===== src/rtl/pat_count_stream.sv =====
// Streaming pattern-occurrence counter: one symbol per cycle over valid/ready.
// ctb counts matches inside each symbol; cts also counts windows that straddle symbols.
module pat_count_stream #(
  parameter int unsigned PAT_W = 4,
  parameter int unsigned SYM_W = 8,
  parameter int unsigned N_SYM = 8,
  parameter int unsigned CNT_W = 8
) (
  input  logic             clk,
  input  logic             rst_n,
  input  logic             start,
  input  logic [PAT_W-1:0] pat,
  input  logic             in_valid,
  input  logic [SYM_W-1:0] in_sym,
  output logic             in_ready,
  output logic             busy,
  output logic             done,
  output logic [CNT_W-1:0] ctb,
  output logic [CNT_W-1:0] cts
);

  localparam int unsigned SUM_W = CNT_W + 2;
  localparam int unsigned IDX_W = (N_SYM > 1) ? $clog2(N_SYM) : 1;
  localparam int unsigned CAT_W = SYM_W + PAT_W - 1;
  localparam logic [SUM_W-1:0] CNT_MAX = SUM_W'((2 ** CNT_W) - 1);

  typedef enum logic [1:0] {
    S_IDLE = 2'd0,
    S_RUN  = 2'd1,
    S_DONE = 2'd2
  } state_t;

  state_t             state;
  logic [PAT_W-1:0]   pat_q;
  logic [PAT_W-2:0]   tail;
  logic [IDX_W-1:0]   idx;

  logic [SUM_W-1:0]   inm_c;
  logic [SUM_W-1:0]   crs_c;
  logic [SUM_W-1:0]   ctb_sum_c;
  logic [SUM_W-1:0]   cts_sum_c;
  logic [CAT_W-1:0]   cat_c;
  logic               accept_c;
  logic               last_c;

  function automatic logic [CNT_W-1:0] sat(input logic [SUM_W-1:0] v);
    return (v > CNT_MAX) ? CNT_W'(CNT_MAX) : CNT_W'(v);
  endfunction

  // Match counts for the symbol on the bus; only used on an accepting edge.
  always_comb begin
    inm_c     = '0;
    crs_c     = '0;
    cat_c     = {tail, in_sym};
    for (int k = 0; k <= int'(SYM_W - PAT_W); k++) begin
      if (in_sym[k +: PAT_W] == pat_q) inm_c = inm_c + SUM_W'(1);
    end
    // Windows that start in the previous symbol's tail and end in this one.
    for (int k = int'(SYM_W - PAT_W + 1); k <= int'(SYM_W) - 1; k++) begin
      if (cat_c[k +: PAT_W] == pat_q) crs_c = crs_c + SUM_W'(1);
    end
    if (idx == '0) crs_c = '0;
    ctb_sum_c = {2'b00, ctb} + inm_c;
    cts_sum_c = {2'b00, cts} + inm_c + crs_c;
  end

  assign accept_c = (state == S_RUN) && in_ready && in_valid && !start;
  assign last_c   = (idx == IDX_W'(N_SYM - 1));

  // Control FSM with registered handshake, status and count outputs.
  always_ff @(posedge clk or negedge rst_n) begin
    if (!rst_n) begin
      state    <= S_IDLE;
      in_ready <= 1'b0;
      busy     <= 1'b0;
      done     <= 1'b0;
      ctb      <= '0;
      cts      <= '0;
      pat_q    <= '0;
      tail     <= '0;
      idx      <= '0;
    end else begin
      done <= 1'b0;
      if (start) begin
        state    <= S_RUN;
        pat_q    <= pat;
        ctb      <= '0;
        cts      <= '0;
        idx      <= '0;
        in_ready <= 1'b1;
        busy     <= 1'b1;
      end else begin
        case (state)
          S_RUN: begin
            if (accept_c) begin
              ctb  <= sat(ctb_sum_c);
              cts  <= sat(cts_sum_c);
              tail <= in_sym[PAT_W-2:0];
              idx  <= idx + IDX_W'(1);
              if (last_c) begin
                state    <= S_DONE;
                in_ready <= 1'b0;
                busy     <= 1'b0;
                done     <= 1'b1;
              end
            end
          end
          S_DONE: begin
            state <= S_IDLE;
          end
          default: begin
            state    <= S_IDLE;
            in_ready <= 1'b0;
            busy     <= 1'b0;
          end
        endcase
      end
    end
  end

endmodule


===== config.mk =====
export PLATFORM = sky130hd
export DESIGN_NAME = pat_count_stream
export DESIGN_NICKNAME = d
export VERILOG_FILES = /design/src/rtl/pat_count_stream.sv
export SDC_FILE = /design/constraint.sdc
export NUM_CORES = 1
export LEC_CHECK = 0
export CAP_MARGIN = 20
export CORE_AREA = 2 2 67 69
export DETAILED_ROUTE_END_ITERATION = 12
export DIE_AREA = 0 0 69 71
export PLACE_DENSITY = 0.81
export REMOVE_ABC_BUFFERS = 1
export SLEW_MARGIN = 10
export SYNTH_ARGS = -nofsm -noshare
export SYNTH_HDL_FRONTEND = slang
export SYNTH_SLANG_ARGS = --single-unit

===== constraint.sdc =====
create_clock -name clk -period 9.1 [get_ports clk]
set_clock_uncertainty 0.15 [all_clocks]
set_input_delay 0.91 -clock clk [delete_from_list [all_inputs] [get_ports clk]]
set_output_delay 0.91 -clock clk [all_outputs]
set_load 0.05 [all_outputs]

== Word-level counts from Yosys, hierarchy flattened ==
Cells that the tools add are included.

* Output and inout port bits: 19
* Register bits: 30
* Logic and storage cells: 78
* Input port bits: 16

* Add/subtract/negate cells: 10
* Equality and inequality tests: 14
* $lt $le $gt $ge: 2
* Mux-type cells: 32
* Reduce and logical (&&, ||, !) cells: 11
* Bitwise logic cells: 1

{| class="wikitable"
|+ Operator list
! kind !! number
|-
| 10-bit 2-to-1 mux || 7
|-
| 8-bit 2-to-1 mux || 8
|-
| 10-bit by 1-bit adder with 10-bit output (second input constant) || 6
|-
| 4-bit == test || 8
|-
| 8-bit by 10-bit adder with 10-bit output || 2
|-
| 10-bit by 8-bit > comparator with 1-bit output (second input constant) || 2
|-
| 10-bit adder || 1
|-
| 1-bit 2-to-1 mux || 9
|-
| 3-bit 2-to-1 mux || 3
|-
| 2-bit 2-to-1 mux || 4
|-
| 3-bit inequality test (second input constant) || 2
|-
| 3-bit AND reduction || 2
|-
| 2-bit AND reduction || 2
|-
| 2-bit nonzero test || 2
|-
| 3-bit by 1-bit adder with 3-bit output (second input constant) || 1
|-
| 3-bit == test (second input constant) || 1
|-
| 1-bit logical AND || 3
|-
| 3-bit zero test || 1
|-
| 2-bit by 1-bit == test with 1-bit output (second input constant) || 1
|-
| 2-bit == test (second input constant) || 1
|-
| 2-bit inequality test (second input constant) || 1
|-
| 1-bit case mux with 2 select lines || 1
|-
| 1-bit zero test || 1
|-
| 1-bit inverter || 1
|}

== Depth between registers and ports, before layout ==
* Depth after elaboration: 17
* Mapped depth: 20
* Depth with buffers taken out: 19

== Worst setup path before layout ==
Ideal clock, no wire load.

* Kind: input port to flip-flop
* Start point: input port in_sym[2]
* End point: register cts[7]
* Setup slack: 3802 ps
* Arrival: 5054 ps
* Required time: 8856 ps
* Stages on the path: 18
* Path through: xor2_1 -> nor4_2 -> inv_1 -> ha_1 -> xor2_2 -> ha_1 -> nand2_1 -> o31ai_2 -> ha_1 -> mux2_2 -> fa_1 -> ha_1 -> fa_1 -> a21o_1 -> a21oi_1 -> o21bai_1 -> and4_1 -> a211oi_1

* Cells in the longest elaborated chain, start to end: 17

{| class="wikitable"
|+ RTL lines
! item !! RTL line !! source
|-
| start: declaration || 14 || <nowiki>input logic [SYM_W-1:0] in_sym,</nowiki>
|-
| 4-bit == test || 56 || <nowiki>if (in_sym[k +: PAT_W] == pat_q) inm_c = inm_c + SUM_W'(1);</nowiki>
|-
| 1-bit 2-to-1 mux || 56 ||
|-
| 10-bit by 1-bit adder with 10-bit output || 56 ||
|-
| 10-bit 2-to-1 mux || 56 ||
|-
| 10-bit by 1-bit adder with 10-bit output || 56 ||
|-
| 10-bit 2-to-1 mux (*) || 56 ||
|-
| 10-bit by 1-bit adder with 10-bit output || 56 ||
|-
| 10-bit 2-to-1 mux (*) || 56 ||
|-
| 10-bit by 1-bit adder with 10-bit output || 56 ||
|-
| 10-bit 2-to-1 mux (*) || 56 ||
|-
| 8-bit by 10-bit adder with 10-bit output (*) || 64 || <nowiki>cts_sum_c = {2'b00, cts} + inm_c + crs_c;</nowiki>
|-
| 10-bit adder (*) || 64 ||
|-
| 10-bit by 8-bit > comparator with 1-bit output || 47 || <nowiki>return (v > CNT_MAX) ? CNT_W'(CNT_MAX) : CNT_W'(v);</nowiki>
|-
| 8-bit 2-to-1 mux (*) || 47 ||
|-
| 8-bit 2-to-1 mux (*) || 95 || <nowiki>if (accept_c) begin</nowiki>
|-
| 8-bit 2-to-1 mux (*) || 93 || <nowiki>case (state)</nowiki>
|-
| 8-bit 2-to-1 mux (*) || 84 || <nowiki>if (start) begin</nowiki>
|-
| end signal: assignment || 97 || <nowiki>cts <= sat(cts_sum_c);</nowiki>
|-
| end: declaration || 19 || <nowiki>output logic [CNT_W-1:0] cts</nowiki>
|}

Mark *: on every way between the ends. The rest lies on a longest branch, timed or not. The select of a mux whose other input is x is not followed.
A chain may end at the register's enable or synchronous reset.

== Final worst setup path ==
* Start point: input port in_sym[3]
* End point: register cts[7]

* Cells in the longest elaborated chain, start to end: 17

{| class="wikitable"
|+ RTL lines
! item !! RTL line
|-
| 4-bit == test || 56
|-
| 1-bit 2-to-1 mux || 56
|-
| 10-bit by 1-bit adder with 10-bit output || 56
|-
| 10-bit 2-to-1 mux || 56
|-
| 10-bit by 1-bit adder with 10-bit output || 56
|-
| 10-bit 2-to-1 mux || 56
|-
| 10-bit by 1-bit adder with 10-bit output || 56
|-
| 10-bit 2-to-1 mux (*) || 56
|-
| 10-bit by 1-bit adder with 10-bit output || 56
|-
| 10-bit 2-to-1 mux (*) || 56
|-
| 8-bit by 10-bit adder with 10-bit output (*) || 64
|-
| 10-bit adder (*) || 64
|-
| 10-bit by 8-bit > comparator with 1-bit output || 47
|-
| 8-bit 2-to-1 mux (*) || 47
|-
| 8-bit 2-to-1 mux (*) || 95
|-
| 8-bit 2-to-1 mux (*) || 93
|-
| 8-bit 2-to-1 mux (*) || 84
|}

Marked as above.

==> results_tabular.tex <==
\begin{tabular}{lr}
\hline
Metric & Value \\
\hline
\multicolumn{2}{l}{\textbf{Synthesis}} \\
Synth Area in Simple Gates & 14.8\% \\
Mapped Avg Cell Area & 9.88 sq um \\
Synth Flop Type & dfrtp\_1 \\
Netlist cell types & 46 \\
Share of async-settable or async-resettable flops after synthesis & between 90\% and 100\% \\
Fraction of the yosys area taken by sequential cells & between 30 and 40\% \\
Dominant combinational cell family by area after synthesis & XOR/XNOR gates \\
Xor/xnor share of the synthesized area & 17.0\% \\
Synth warn & 0 \\
Number of enable flip-flop cells after synthesis & 0 \\
Mux cell area share after synthesis & 4.57\% \\
Number of storage elements in the synthesis netlist & 30 \\
Adder-cell share of the synthesized area & 14.0\% \\
Netlist Area Pre-Place & roughly 2400 sq um \\
Compound-cell area share of the yosys netlist & between 10\% and 20\% \\
Cells after synthesis & around 240 \\
\multicolumn{2}{l}{\textbf{CTS}} \\
TritonCTS clock tree & yes \\
Number of hold buffers added after CTS & 0 \\
Post-cts resize count & 0 \\
Maximum clock path buffer count & 2 \\
Post-CTS Repair Setup Buffers & 0 \\
Clock H-tree levels & 2 \\
Clock-pin slew on the worst setup and hold paths & approximately 60 ps \\
Clock root buffer & clkbuf\_8 \\
Insertion delay to the later sink of the worst-skew pair & 290 ps \\
Number of buffers inserted during clock tree synthesis & 5 \\
Clock Sinks & 30 \\
\multicolumn{2}{l}{\textbf{Cells and area}} \\
Ratio of cells with drive above 1 in the final layout & 7.66\% \\
Area Growth Syn to Fin & 20.1\% \\
Number of nets in the final layout & 313 \\
Count of inserted antenna diode cells & 0 \\
Top library cells by usage in the layout, fill and taps aside & clkdlybuf4s50\_1, dfrtp\_1, xor2\_1 \\
Leading cell type in the layout, fill and taps excluded & clkdlybuf4s50\_1 \\
\multicolumn{2}{l}{\textbf{Timing}} \\
Final Setup Violations & 0 \\
Final slew viol count & 0 \\
Final sum of negative setup slack & 0 ps \\
Post-layout min period & 6070 ps \\
Share of the clock period used by the worst path & around two thirds \\
RSZ-0062 raised after global routing & no \\
Worst-case headroom to the max-slew limit & 30.8\% \\
Hold violation total from the final report & 0 \\
Slew at the pin closest to its max-slew limit & between 1000 and 1500 ps \\
Fmax & 165 MHz \\
\multicolumn{2}{l}{\textbf{Flow run}} \\
Max-Cap Viols & 0 \\
\multicolumn{2}{l}{\textbf{Worst setup path}} \\
Type of the worst setup path & in -> reg \\
Data required time of the critical path & approximately 9100 ps \\
Slowest cell on the critical path & nor4\_2 \\
Largest stage delay, worst path & approximately 550 ps \\
Maximum fanout along the worst path & 5 \\
Startpoint type of the worst setup path & input port \\
Crit path arrival time & 6090 ps \\
Ordered cell list for the critical path & clkdlybuf4s50\_1 -> xor2\_1 -> nor4\_2 -> inv\_1 -> ha\_1 -> xor2\_2 -> ha\_1 -> nand2\_1 -> o31ai\_2 -> ha\_1 -> mux2\_2 -> fa\_1 -> ha\_1 -> fa\_1 -> a21o\_1 -> a21oi\_1 -> o21bai\_1 -> and4\_1 -> a211oi\_1 \\
First element of the critical path & in\_sym[3] \\
Source of the worst register-to-register timing path & pat\_q[1]\$\_DFFE\_PN0P\_ \\
Cell repeated most along the worst path & ha\_1 \\
Element type at the critical path end & flip-flop \\
\multicolumn{2}{l}{\textbf{Floorplanning}} \\
Die outline area & 4900 sq um \\
Top-level I/O count & 35 \\
Die boundary height & 71 microns \\
Horizontal die dimension & between 60 and 70 microns \\
Core Rows & 24 \\
Area of the core & between 4000 and 5000 sq um \\
Starting density of the core & 57.3\% \\
\multicolumn{2}{l}{\textbf{Routing}} \\
Routed vias/inst & 5.59 \\
Routed metal-1 wirelength & 2350 microns \\
Initial DRC Count & 84 \\
Wire per inst & 15.7 microns \\
Met3 routed wirelength & 196 microns \\
ANT nets after route & 0 \\
Post-detailed-route DRC marker count & 0 \\
Drt pass-1 iters & 4 \\
Total detailed-routing wirelength & $\sim$5000 microns \\
Via count & between 1.5k and 2k \\
Highest metal layer with signal wires & met4 \\
Wire length on met2 & 2520 microns \\
\multicolumn{2}{l}{\textbf{GRT}} \\
Remaining Overflow, GRT & 0 \\
Tot GR Track Use & between 20\% and 30\% \\
Number of global-route vias before repair & 1942 \\
Global-route wire length before repair & approximately 9000 microns \\
Number of antenna violations at the first check in global routing & 0 \\
Pin count of the biggest net entering global routing & 31 \\
\multicolumn{2}{l}{\textbf{Min path}} \\
Type of the most critical hold path & reg -> reg \\
Start point of the worst min-delay path & idx[2]\$\_DFFE\_PN0P\_ \\
\multicolumn{2}{l}{\textbf{Placement}} \\
Weighted congestion at the end of routability-driven global placement & around 0.91 \\
Estimated wirelength of the detail-placed design & between 3000 and 4000 microns \\
Number of port buffers & 34 \\
\multicolumn{2}{l}{\textbf{Pwr}} \\
Post-layout total power & 0.458 mW \\
Worst ir drop on vdd & 0.0990 mV \\
Power per unit of standard cell area & 158 nW/um\^{}2 \\
Pleak & 1.31 nW \\
\multicolumn{2}{l}{\textbf{Status}} \\
Status & complete, no violations \\
\hline
\end{tabular}
## metal layers
metal | vias up | track usage (%)
met5 | - | 0
met4 | 0 | 7.63
met3 | 4 | 4.84
met2 | 37 | 39.9
met1 | 894 | 29.2
li1 | 887 | -
## layout make-up
type | instances | area (sq um)
Fill cell | 331 | 1310
Timing Repair Buffer | 35 | 348
Multi-Input combinational cell | 180 | 1510
Clock buffer | 6 | 82.6
Inverter | 21 | 78.8
Sequential cell | 30 | 751
Clock inverter | 2 | 60.1
Tap cell | 52 | 65.1
## registers in the layout, summed over array words and instances (netlist names)
| name | cells |
|---|---|
| state | 2 |
| pat_q | 4 |
| idx | 3 |
| done | 1 |
| cts | 8 |
| busy | 1 |
| tail | 3 |
| ctb | 8 |
## metrics by stage
| step | hold slack [ps] | utilization (%) | setup slack, ps | instance area (sq um) | std cells |
|---|---|---|---|---|---|
| 6_report | 406 | 68.9 | 3030 | 2900 | 326 |
| 5_1_grt | 430 | 68.9 | 2690 | 2900 | 326 |
| 4_1_cts | 406 | 68.9 | 3050 | 2900 | 326 |
| 3_5_place_dp | 389 | 65.5 | 2830 | 2750 | 318 |
| 3_3_place_gp | 345 | 65.5 | 3070 | 2750 | 318 |
| 2_1_floorplan | 328 | - | 3790 | 2340 | 231 |
## final timing paths
check | cells past startpoint | slack (ps) | to
setup / recovery | 19 | 3030 | cts[7]$_DFFE_PN0P_
hold / removal | 2 | 410 | idx[2]$_DFFE_PN0P_
setup reg to reg | 18 | 3590 | cts[7]$_DFFE_PN0P_
hold reg to reg | 2 | 410 | idx[2]$_DFFE_PN0P_
max in group asynchronous | 2 | 7650 | cts[5]$_DFFE_PN0P_
min in group asynchronous | 2 | 850 | tail[2]$_DFFE_PN0P_
## synthesized netlist by cell type (all sizes together) (4+ instances only)
cell    number  area, sq um
fa           5          100
a21o         5         37.5
a21oi        9         45.0
inv         21         78.8
clkbuf       8         30.0
nand3        4         20.0
nand2       16         60.1
buf          5         40.0
nor4         5         73.8
nor2        13         48.8
o21bai       4         30.0
a211oi       8         60.1
ha          19          238
xnor2       22          193
xor2        24          218
and3         5         31.3
mux2         8         90.1
nand4        5         31.3
dfrtp       30          751
## logic make-up after synthesis
| kind of cell | count (synthesis) |
|---|---|
| AND/OR/NAND/NOR | 60 |
| XOR/XNOR | 46 |
| AO/OA/AOI/OAI | 39 |
| buffers and inverters | 34 |
| flip-flops | 30 |
| adder cells (fa/ha/maj) | 24 |
| multiplexers | 10 |
| other | 1 |
## critical path, delay by kind of cell
kind	cells	cell delay, ps
muxes	1	320
and+or+nand+nor	3	840
AOI/OAI and AO/OA	5	900
adders and majority gates	6	2080
xor gates and xnor gates	2	410
buffers and inverters	2	610
## power breakdown
part	leakage (nW)	switching, mW	total [mW]	internal (mW)
logic	0.858	0.0742	0.130	0.0554
registers	0.383	0.0155	0.158	0.143
clock network	0.0714	0.0529	0.170	0.117
total	1.31	0.143	0.458	0.315
(Power assumes the default switching activity.)
==> patch, RTL diff (same settings) <==
The parameter `CNT_W` goes from 8 to 7.
--- a/src/rtl/pat_count_stream.sv
+++ b/src/rtl/pat_count_stream.sv
@@ -4,7 +4,7 @@
   parameter int unsigned PAT_W = 4,
   parameter int unsigned SYM_W = 8,
   parameter int unsigned N_SYM = 8,
-  parameter int unsigned CNT_W = 8
+  parameter int unsigned CNT_W = 7
 ) (
   input  logic             clk,
   input  logic             rst_n,
Ports: changed (resized ctb and cts); port bits go from 35 to 33. No check against the original RTL was run, so the function may have changed too.
==> patch against the unedited design <==
Final area is 7.1% lower; final cell count shrank 3.7%; first-iteration DRC count fell by 9.5%; sequential cell count shrank 2; setup slack better by 260 ps; wire length decreased by 15%; synthesized area shrank 5.0%; largest power group is now registers; total power shrank 17%; largest cell class unchanged.
==> patch: results (changes against the unedited design) <==
[placed_design]
dp_slack_ps=3000  ; was 2830 ps
io_buffers=32  ; was 34
gp_congestion=0.812  ; was 0.911
place_area_um2=2620  ; was 2750 µm²
hpwlAfterDp_um=3330  ; was 3550 µm

[sta]
post-route-period-util=0.638  ; was 0.667
worst_pin_slew_ps=902  ; was 1030 ps
timing.hold.ws_ps=388  ; was 406 ps

[finish]
largestRegisters=ctb (7), cts (7), pat_q (4)  ; was ctb (8), cts (8), pat_q (4)
stdcell_count=314  ; was 326
fillers=355  ; was 331

[synth]
synth_cell_types=40  ; was 46
synthTopCellsByCount=32 x xnor2_1, 28 x dfrtp_1, 21 x ha_1  ; was 30 x dfrtp_1, 23 x xor2_1, 22 x xnor2_1
ys_top_cells_by_area=dfrtp_1 31%, xnor2_1 12%, ha_1 11%  ; was dfrtp_1 31%, ha_1 9.9%, xor2_1 8.4%
synthAdderAreaFrac=0.158  ; was 0.140
syn_inst=236  ; was 244
synth-xor-area-share=0.171  ; was 0.170
synth_compound_area_frac=0.114  ; was 0.121
yosysSeqAreaShare=0.306  ; was 0.312

[power_and_ir_drop]
power_switching_mw=0.131  ; was 0.143 mW
p_leak_nw=1.20  ; was 1.31 nW
powerClk_mw=0.103  ; was 0.170 mW
vdd_ir_drop_max_v=0.0000752  ; was 0.0000990 V

[critical_path]
rr_worst_depth=16  ; was 18
startpoint=in_sym[4]  ; was in_sym[3]
r2r_slack_ps=3810  ; was 3590 ps
rr_startpoint=pat_q[0]$_DFFE_PN0P_  ; was pat_q[1]$_DFFE_PN0P_
rr_endpoint=cts[0]$_DFFE_PN0P_  ; was cts[7]$_DFFE_PN0P_
crit_fanout=6  ; was 5
slowest_delay_ps=600  ; was 550 ps
critPathSlowestCell=clkdlybuf4s50_1  ; was nor4_2

[global_route]
grt_max_degree=29  ; was 31
grt_pass1_wl_um=7610  ; was 9040 µm
grt_pass1_vias=1647  ; was 1942
track_usage=0.190  ; was 0.231

[worst_hold_path]
hold_path_depth=1  ; was 2
min_to=ctb[6]$_DFFE_PN0P_  ; was idx[2]$_DFFE_PN0P_

[drt]
vias_per_cell=5.34  ; was 5.59
first_iter_violations=76  ; was 84

[run_status]
outcome=finished clean  ; unchanged

-- patch: changes by cell type after synthesis, sizes merged, moves of 3 or more --
cell / change
a21oi: +4
and3: -4
nand2: -10
nor2: +4
nor2b: +3
nor4: -3
o21ai: +10
o21bai: -3
xnor2: +10
xor2: -13
-- patch: area by class of cell --
type,instances,area [µm²],area share
multi-input cells,177,1450,0.539
flip-flops and latches,28,701,0.261
repair buffers,33,328,0.122
inverters,20,75.1,0.0279
well taps,52,65.1,0.0242
clock buffers,3,41.3,0.0154
clock inverters,1,30.0,0.0112
-- patch: cell families (layout without fill, tap and decap cells) --
kind of cell	after synthesis	in the layout
mux	10	10
simple gates	54	54
other cells	1	2
flops	28	28
compound gates	42	42
buf+inv	32	57
xor+xnor	43	43
fa+ha+maj	26	26
-- patch: metal layers --
layer | track usage | wire (µm)
met3 | 0.0142 | 102
met1 | 0.265 | 2080
met5 | 0 | 0
met2 | 0.324 | 2130
met4 | 0.0458 | 32
